$ cat src/rtl/fetch_sequencer.sv
// Fetch-stage controller: owns the PC and IF/ID registers, drives the next-PC mux select, and applies stalls and squashes.
// Optional macro FETCH_DELAY_SLOT_EN: a taken branch/jump keeps its delay-slot instruction instead of squashing it.
module fetch_sequencer #(
    parameter logic [31:0] RESET_PC = 32'h0000_0000,
    parameter int          CNT_W    = 16
) (
    input  logic             clk,
    input  logic             rst,
    input  logic             stall,
    input  logic             br_taken,
    input  logic             jump,
    input  logic             trap,
    input  logic [31:0]      npc,
    input  logic [31:0]      pc4,
    input  logic [31:0]      inst,
    output logic [31:0]      pc,
    output logic [1:0]       pcsource,
    output logic [31:0]      id_pc4,
    output logic [31:0]      id_inst,
    output logic             id_valid,
    output logic [CNT_W-1:0] stall_cycles
);

    typedef enum logic [2:0] {
        S_BOOT   = 3'd0,
        S_RUN    = 3'd1,
        S_HOLD   = 3'd2,
        S_SQUASH = 3'd3,
        S_SLOT   = 3'd4
    } state_t;

    localparam logic [1:0] SEL_PC4  = 2'b00;
    localparam logic [1:0] SEL_BPC  = 2'b01;
    localparam logic [1:0] SEL_JPC  = 2'b10;
    localparam logic [1:0] SEL_TRAP = 2'b11;

    state_t           state_q;
    logic [31:0]      pc_q;
    logic [31:0]      id_pc4_q;
    logic [31:0]      id_inst_q;
    logic             id_valid_q;
    logic [CNT_W-1:0] stall_cnt_q;
    logic [CNT_W-1:0] stall_cnt_d;
    logic             accept;
    logic             redirect;
    logic [1:0]       pcsource_d;

    // SLOT is deliberately excluded: a branch sitting in a delay slot is not supported.
    always_comb begin
        accept   = 1'b0;
        redirect = 1'b0;
        if ((state_q == S_RUN || state_q == S_HOLD) && !stall) begin
            accept = 1'b1;
        end
        if (accept && (jump || br_taken)) begin
            redirect = 1'b1;
        end
    end

    always_comb begin
        pcsource_d = SEL_PC4;
        if (trap) begin
            pcsource_d = SEL_TRAP;
        end else if (accept && jump) begin
            pcsource_d = SEL_JPC;
        end else if (accept && br_taken) begin
            pcsource_d = SEL_BPC;
        end
    end

    always_comb begin
        stall_cnt_d = stall_cnt_q;
        if (stall_cnt_q != {CNT_W{1'b1}}) begin
            stall_cnt_d = stall_cnt_q + CNT_W'(1);
        end
    end

    always_ff @(posedge clk) begin
        if (rst) begin
            state_q     <= S_BOOT;
            pc_q        <= RESET_PC;
            id_pc4_q    <= 32'h0;
            id_inst_q   <= 32'h0;
            id_valid_q  <= 1'b0;
            stall_cnt_q <= '0;
        end else begin
            case (state_q)
                S_BOOT: begin
                    state_q <= S_RUN;
                end
                S_SQUASH: begin
                    pc_q <= npc;
                    if (trap) begin
                        id_pc4_q   <= 32'h0;
                        id_inst_q  <= 32'h0;
                        id_valid_q <= 1'b0;
                        state_q    <= S_SQUASH;
                    end else begin
                        id_pc4_q   <= pc4;
                        id_inst_q  <= inst;
                        id_valid_q <= 1'b1;
                        state_q    <= S_RUN;
                    end
                end
                default: begin
                    if (trap) begin
                        pc_q       <= npc;
                        id_pc4_q   <= 32'h0;
                        id_inst_q  <= 32'h0;
                        id_valid_q <= 1'b0;
                        state_q    <= S_SQUASH;
                    end else if (stall) begin
                        stall_cnt_q <= stall_cnt_d;
`ifdef FETCH_DELAY_SLOT_EN
                        state_q     <= (state_q == S_SLOT) ? S_SLOT : S_HOLD;
`else
                        state_q     <= S_HOLD;
`endif
                    end else if (redirect) begin
                        pc_q <= npc;
`ifdef FETCH_DELAY_SLOT_EN
                        id_pc4_q   <= pc4;
                        id_inst_q  <= inst;
                        id_valid_q <= 1'b1;
                        state_q    <= S_SLOT;
`else
                        id_pc4_q   <= 32'h0;
                        id_inst_q  <= 32'h0;
                        id_valid_q <= 1'b0;
                        state_q    <= S_SQUASH;
`endif
                    end else begin
                        pc_q       <= npc;
                        id_pc4_q   <= pc4;
                        id_inst_q  <= inst;
                        id_valid_q <= 1'b1;
                        state_q    <= S_RUN;
                    end
                end
            endcase
        end
    end

    assign pc           = pc_q;
    assign pcsource     = pcsource_d;
    assign id_pc4       = id_pc4_q;
    assign id_inst      = id_inst_q;
    assign id_valid     = id_valid_q;
    assign stall_cycles = stall_cnt_q;

endmodule

$ cat config.mk
export PLATFORM = sky130hd
export DESIGN_NAME = fetch_sequencer
export DESIGN_NICKNAME = d
export VERILOG_FILES = /design/src/rtl/fetch_sequencer.sv
export SDC_FILE = /design/constraint.sdc
export NUM_CORES = 1
export LEC_CHECK = 0
export BUFFER_PORTS_ARGS = -buffer_cell sky130_fd_sc_hd__buf_2
export CORE_MARGIN = 2
export CORE_UTILIZATION = 42
export CTS_BUF_LIST = sky130_fd_sc_hd__clkbuf_8
export DETAILED_ROUTE_END_ITERATION = 8
export PLACE_DENSITY = 0.78
export SYNTH_ARGS = -nofsm -noshare
export SYNTH_HDL_FRONTEND = slang
export SYNTH_SLANG_ARGS = --single-unit
$ cat constraint.sdc
create_clock -name clk -period 2 [get_ports clk]
set_input_delay 0.4 -clock clk [delete_from_list [all_inputs] [get_ports clk]]
set_output_delay 0.4 -clock clk [all_outputs]
set_load 0.02 [all_outputs]
* Word level (Yosys, flattened, before mapping)
Index checks and enable logic that the tools add are counted.
Operators by class: reductions and logical operators 11, multiplexer cells 28, $add $sub $neg 1, bitwise logic cells 3, eq/ne operators 5
Operators with widths (count):
- 32-bit 2-to-1 mux | 10
- 32-bit one-hot mux with 2 select lines | 3
- 16-bit by 1-bit adder with 16-bit output (second input constant) | 1
- 16-bit inequality test (second input constant) | 1
- 2-bit 2-to-1 mux | 6
- 1-bit 2-to-1 mux | 7
- 3-bit by 2-bit equality test with 1-bit output (second input constant) | 2
- 1-bit logical AND | 4
- 2-bit one-hot mux with 2 select lines | 1
- 4-bit AND reduction | 1
- 3-bit by 1-bit equality test with 1-bit output (second input constant) | 1
- 3-bit zero test | 1
- 3-bit by 1-bit inequality test with 1-bit output (second input constant) | 1
- 1-bit inverter | 3
- 1-bit logical OR | 2
- 1-bit one-hot mux with 2 select lines | 1
- 2-bit AND reduction | 1
- 2-bit OR reduction | 1
- 1-bit zero test | 1
Storage, ports and cells: logic and storage cells 54, output and inout bits 115, register bits after elaboration 116

* Longest topological paths before layout
depth in word-level cells 10, depth in mapped cells 8, depth with buffers taken out 6

* Worst setup path after synthesis
Ideal clock, no wire load.
path type register to register, start register stall_cnt_q[0], in the netlist stall_cycles[0], end register stall_cnt_q[14], in the netlist stall_cycles[14], path slack -41 ps, data arrival time 1970 ps, period minus slack after synthesis 2041 ps, cell stages (with the launch flop) 7, library setup time 70 ps, cells stage by stage dfxtp_1 -> ha_1 -> nand3_1 -> or3_1 -> clkbuf_1 -> or4_1 -> a21oi_1
On the way: cells in the longest elaborated chain, start to end 2, elaborated cells between the ends (all ways) 3
RTL lines:
- from (decl) | line 42 | logic [CNT_W-1:0] stall_cnt_q;
- from (signal assigned) | line 113 | stall_cnt_q <= stall_cnt_d;
- parallel branches: the longest is 2 deep, another holds 16-bit by 1-bit adder with 16-bit output
Parallel ways; which one is timed is not known. A chain may end at the register's enable or synchronous reset.

* Final worst setup path
start register state_q[1], end register stall_cnt_q[14], in the netlist stall_cycles[14]
On the way: cells in the longest elaborated chain, start to end 4, elaborated cells between the ends (all ways) 5
RTL lines:
- from (decl) | line 37 | state_t state_q;
- from (signal assigned) | line 80 | state_q <= S_BOOT;
- from (signal assigned) | line 89 | state_q <= S_RUN;
- from (signal assigned) | line 97 | state_q <= S_SQUASH;
- 3-bit by 2-bit equality test with 1-bit output / 3-bit zero test (equally long branches) | line 87 | case (state_q)
- 2-bit OR reduction (no source line) *
- 1-bit inverter (no source line) *
- 4-bit AND reduction (no source line) *
Every way passes the cells marked *; elsewhere a longest branch is shown, timed or not.

==> metrics.yaml <==
outcome:
  status: "complete, no violations"
detailed_routing:
  first_pass_iters: 5
  drtIter0Drc: 218
  wl_per_cell_um: 13.8
  antenna_left: 0
  viasPerCell: 5.07
  drc: 0
  wl_mm: 11.5
  vias: 4254
critical_path:
  crit_type: "reg2reg"
  r2r-start: "state_q[1]"
  r2r-end: "stall_cycles[14]"
  arrival_ps: 2340
  endpoint: "stall_cycles[14]"
  end_kind: "register"
  worstSetupStartpoint: "state_q[1]"
  start_kind: "register"
  slowest_stage: "or4_1"
  path_max_fanout: 8
  crit_path_cell_trace: "inv_2, ha_4, nand3b_1, buf_4, or3_4, or4_1, a21oi_1"
  cp.required_ps: 2350
  slowest_delay_ps: 480
  r2r_slack_ps: 10
  rr_worst_depth: 7
yosys:
  yosys.area.top_type: "dfxtp_1"
  ys_seq_area_frac: 0.552
  syn_area_sq_mm: 0.00417
  synth-simple-area-share: 0.191
  synth.area.top_cells: "dfxtp_1 55%, a22oi_1 12%, nand2_1 6.6%, nor2_1 6.4%, a21oi_1 5.4%"
  postSynth.asyncResetShare: 0
  synth_cell_type_count: 38
  syn-num-nets: 575
  synth_xor_area_frac: 0
  synth_compound_area_frac: 0.202
  synth_top_family_by_area: "compound AO/OA/AOI/OAI gates"
  synth_area_per_cell_sq_um: 8.88
  synthAdderAreaFrac: 0.00899
  synthFlopType: "dfxtp_1"
  syn_inst: 470
  synthMuxAreaShare: 0.00779
  netlist.area_leader.share: 0.552
  yosysWarnings: 0
  synth_edf_count: 0
  ys_ff_latch: 115
cts:
  insertion_delay_ps: 420
  cts_made_buffers: 17
  holdBufCountCts: 0
  cts_tree: "yes"
  root_buffer: "clkbuf_8"
  cts_buffer_depth: 2
  clk_pin_slew_ps: 70
  cts.htree.levels: 4
  cts.sinks: 115
sta:
  hold_viol: 0
  fin_skew_ps: 6.43
  slew_headroom: 0.662
  tightest_slew_ps: 506
  finalMaxSlewViolations: 0
  grt_setup_unrepaired: "yes"
  setup_viol: 0
  min_period_over_period: 0.993
  fmax_mhz: 504
  period_minus_slack_ps: 1990
  finalSetupTns_ps: 0
floorplan:
  placementRows: 36
  core_sq_mm: 0.00973
  die_h_um: 104
  fp.dieW_um: 104
  fp.dieArea_sq_mm: 0.0108
  start_util: 0.429
  ios: 217
finish:
  drive_gt1_frac: 0.421
  postLayoutCellArea_sq_mm: 0.00596
  fin_util: 0.612
  diodes: 0
  fin_cells: 839
  num-nets-final: 798
  synthToLayoutAreaGrowth_pct: 42.7
run:
  cap_violations: 0
global_route:
  grt_pass1_vias: 4070
  grt-ovfl-total: 0
  gr-usage-all-layers: 0.214
  grt_pass1_wl_mm: 18.8
  antenna_found_initial: 0
  grt_max_degree: 54
placement:
  placed_cell_area_sq_mm: 0.00553
  portBuffers: 216
  place.gp.congestion: 0.865
  dp_cells: 806
  dp_hpwl_mm: 8.23
power_and_ir_drop:
  power.density_mw_per_mm2: 912
  p_leak_nw: 2.81
  peakVddDrop_mv: 0.458
min_path:
  hp-class: "in2reg"
==> sequential cells by signal, summed over array words and instances (netlist names) <==
signal,flops
state_q,2
id_pc4,32
id_valid,1
id_inst,32
pc,32
stall_cycles,16
==> worst max-delay path, delay by kind of cell (launching register included) <==
family,cells,cell delay (ps)
compound gates,1,140
fa+ha+maj,1,280
buf+inv,2,210
flops,1,340
simple gates,3,960
==> power by group <==
part	switching (mW)	internal, mW	total (mW)
Sequential	0.0705	2.43	2.50
Clock	0.901	1.07	1.97
Combinational	0.584	0.374	0.958
==> cell usage in the layout (no fill, tap or decap), types with 3 or more instances in the layout <==
master,count
buf_4,20
or2_2,3
o31ai_1,6
a22oi_1,64
buf_12,5
o21ai_0,5
nor4_1,3
nor2_1,70
nand4_1,4
dfxtp_1,110
clkinvlp_4,3
clkinv_2,6
dfxtp_2,5
inv_1,6
clkbuf_8,17
or4_4,4
a21oi_2,3
nand2_1,73
a21oi_1,42
nand3_1,4
or3_1,3
buf_2,214
==> worst min-delay path by stage <==
| stage | slack, ps | cells after the start | end | from |
|---|---|---|---|---|
| 2_1_floorplan | 500 | 2 | stall_cycles[1] | stall_cycles[1] |
| 3_3_place_gp | 440 | 2 | pc[17] | pc[17] |
| 3_5_place_dp | 450 | 2 | pc[18] | pc[18] |
| 4_1_cts | 190 | 3 | id_inst[10] | inst[10] |
| 5_1_grt | 190 | 3 | pc[19] | npc[19] |
| 6_report | 210 | 3 | id_inst[10] | inst[10] |
==> metrics by stage <==
stage | total power, mW | hold slack (ps) | setup WS (ps)
3_5_place_dp | 3.49 | 446 | -80.4
6_report | 5.43 | 211 | 14.3
3_3_place_gp | 3.46 | 439 | -15.3
5_1_grt | 5.70 | 193 | -63.4
4_1_cts | 5.48 | 185 | 21.6
2_1_floorplan | 3.10 | 503 | 39.5
==> repair_timing <==
item / 4_1_cts / 5_1_grt
pin swaps: 2 / 1
setup buffers: 0 / 1
setup endpoints to repair: 6 / 6
gates resized for setup: 11 / 7
==> cell type report <==
cell class	count	area (sq um)
clock buffers	17	234
clock inverters	15	128
fillers	886	3770
inverters	4	15.0
multi-input cells	315	1770
flip-flops and latches	115	2310
well taps	133	166
repair buffers	240	1330
==> cells in the mapped netlist, drive strengths merged (4+ instances only) <==
cell type and number:
or2 4, buf 11, nand3 4, nor4 4
o31ai 6, inv 4, nand4 5, or4 6
nand2 73, clkbuf 25, a22oi 64, o21ai 5
a21oi 45, or3 5, nor2 71, dfxtp 115
==> metal layers <==
layer	wire, um	vias to the layer above	GRT usage
li1	-	2096	-
met4	267	0	0.0965
met5	0	-	0
met2	5670	162	0.362
met3	775	24	0.0736
met1	4830	1972	0.243
==> cell families (layout without fill, tap and decap cells) <==
family                     Yosys count  count (layout)
and+or+nand+nor                    181             181
AOI/OAI and AO/OA                  128             128
DFF                                115             115
buffers and inverters               40             276
adders and majority gates            3               3
muxes                                3               3
(Power assumes the default switching activity.)
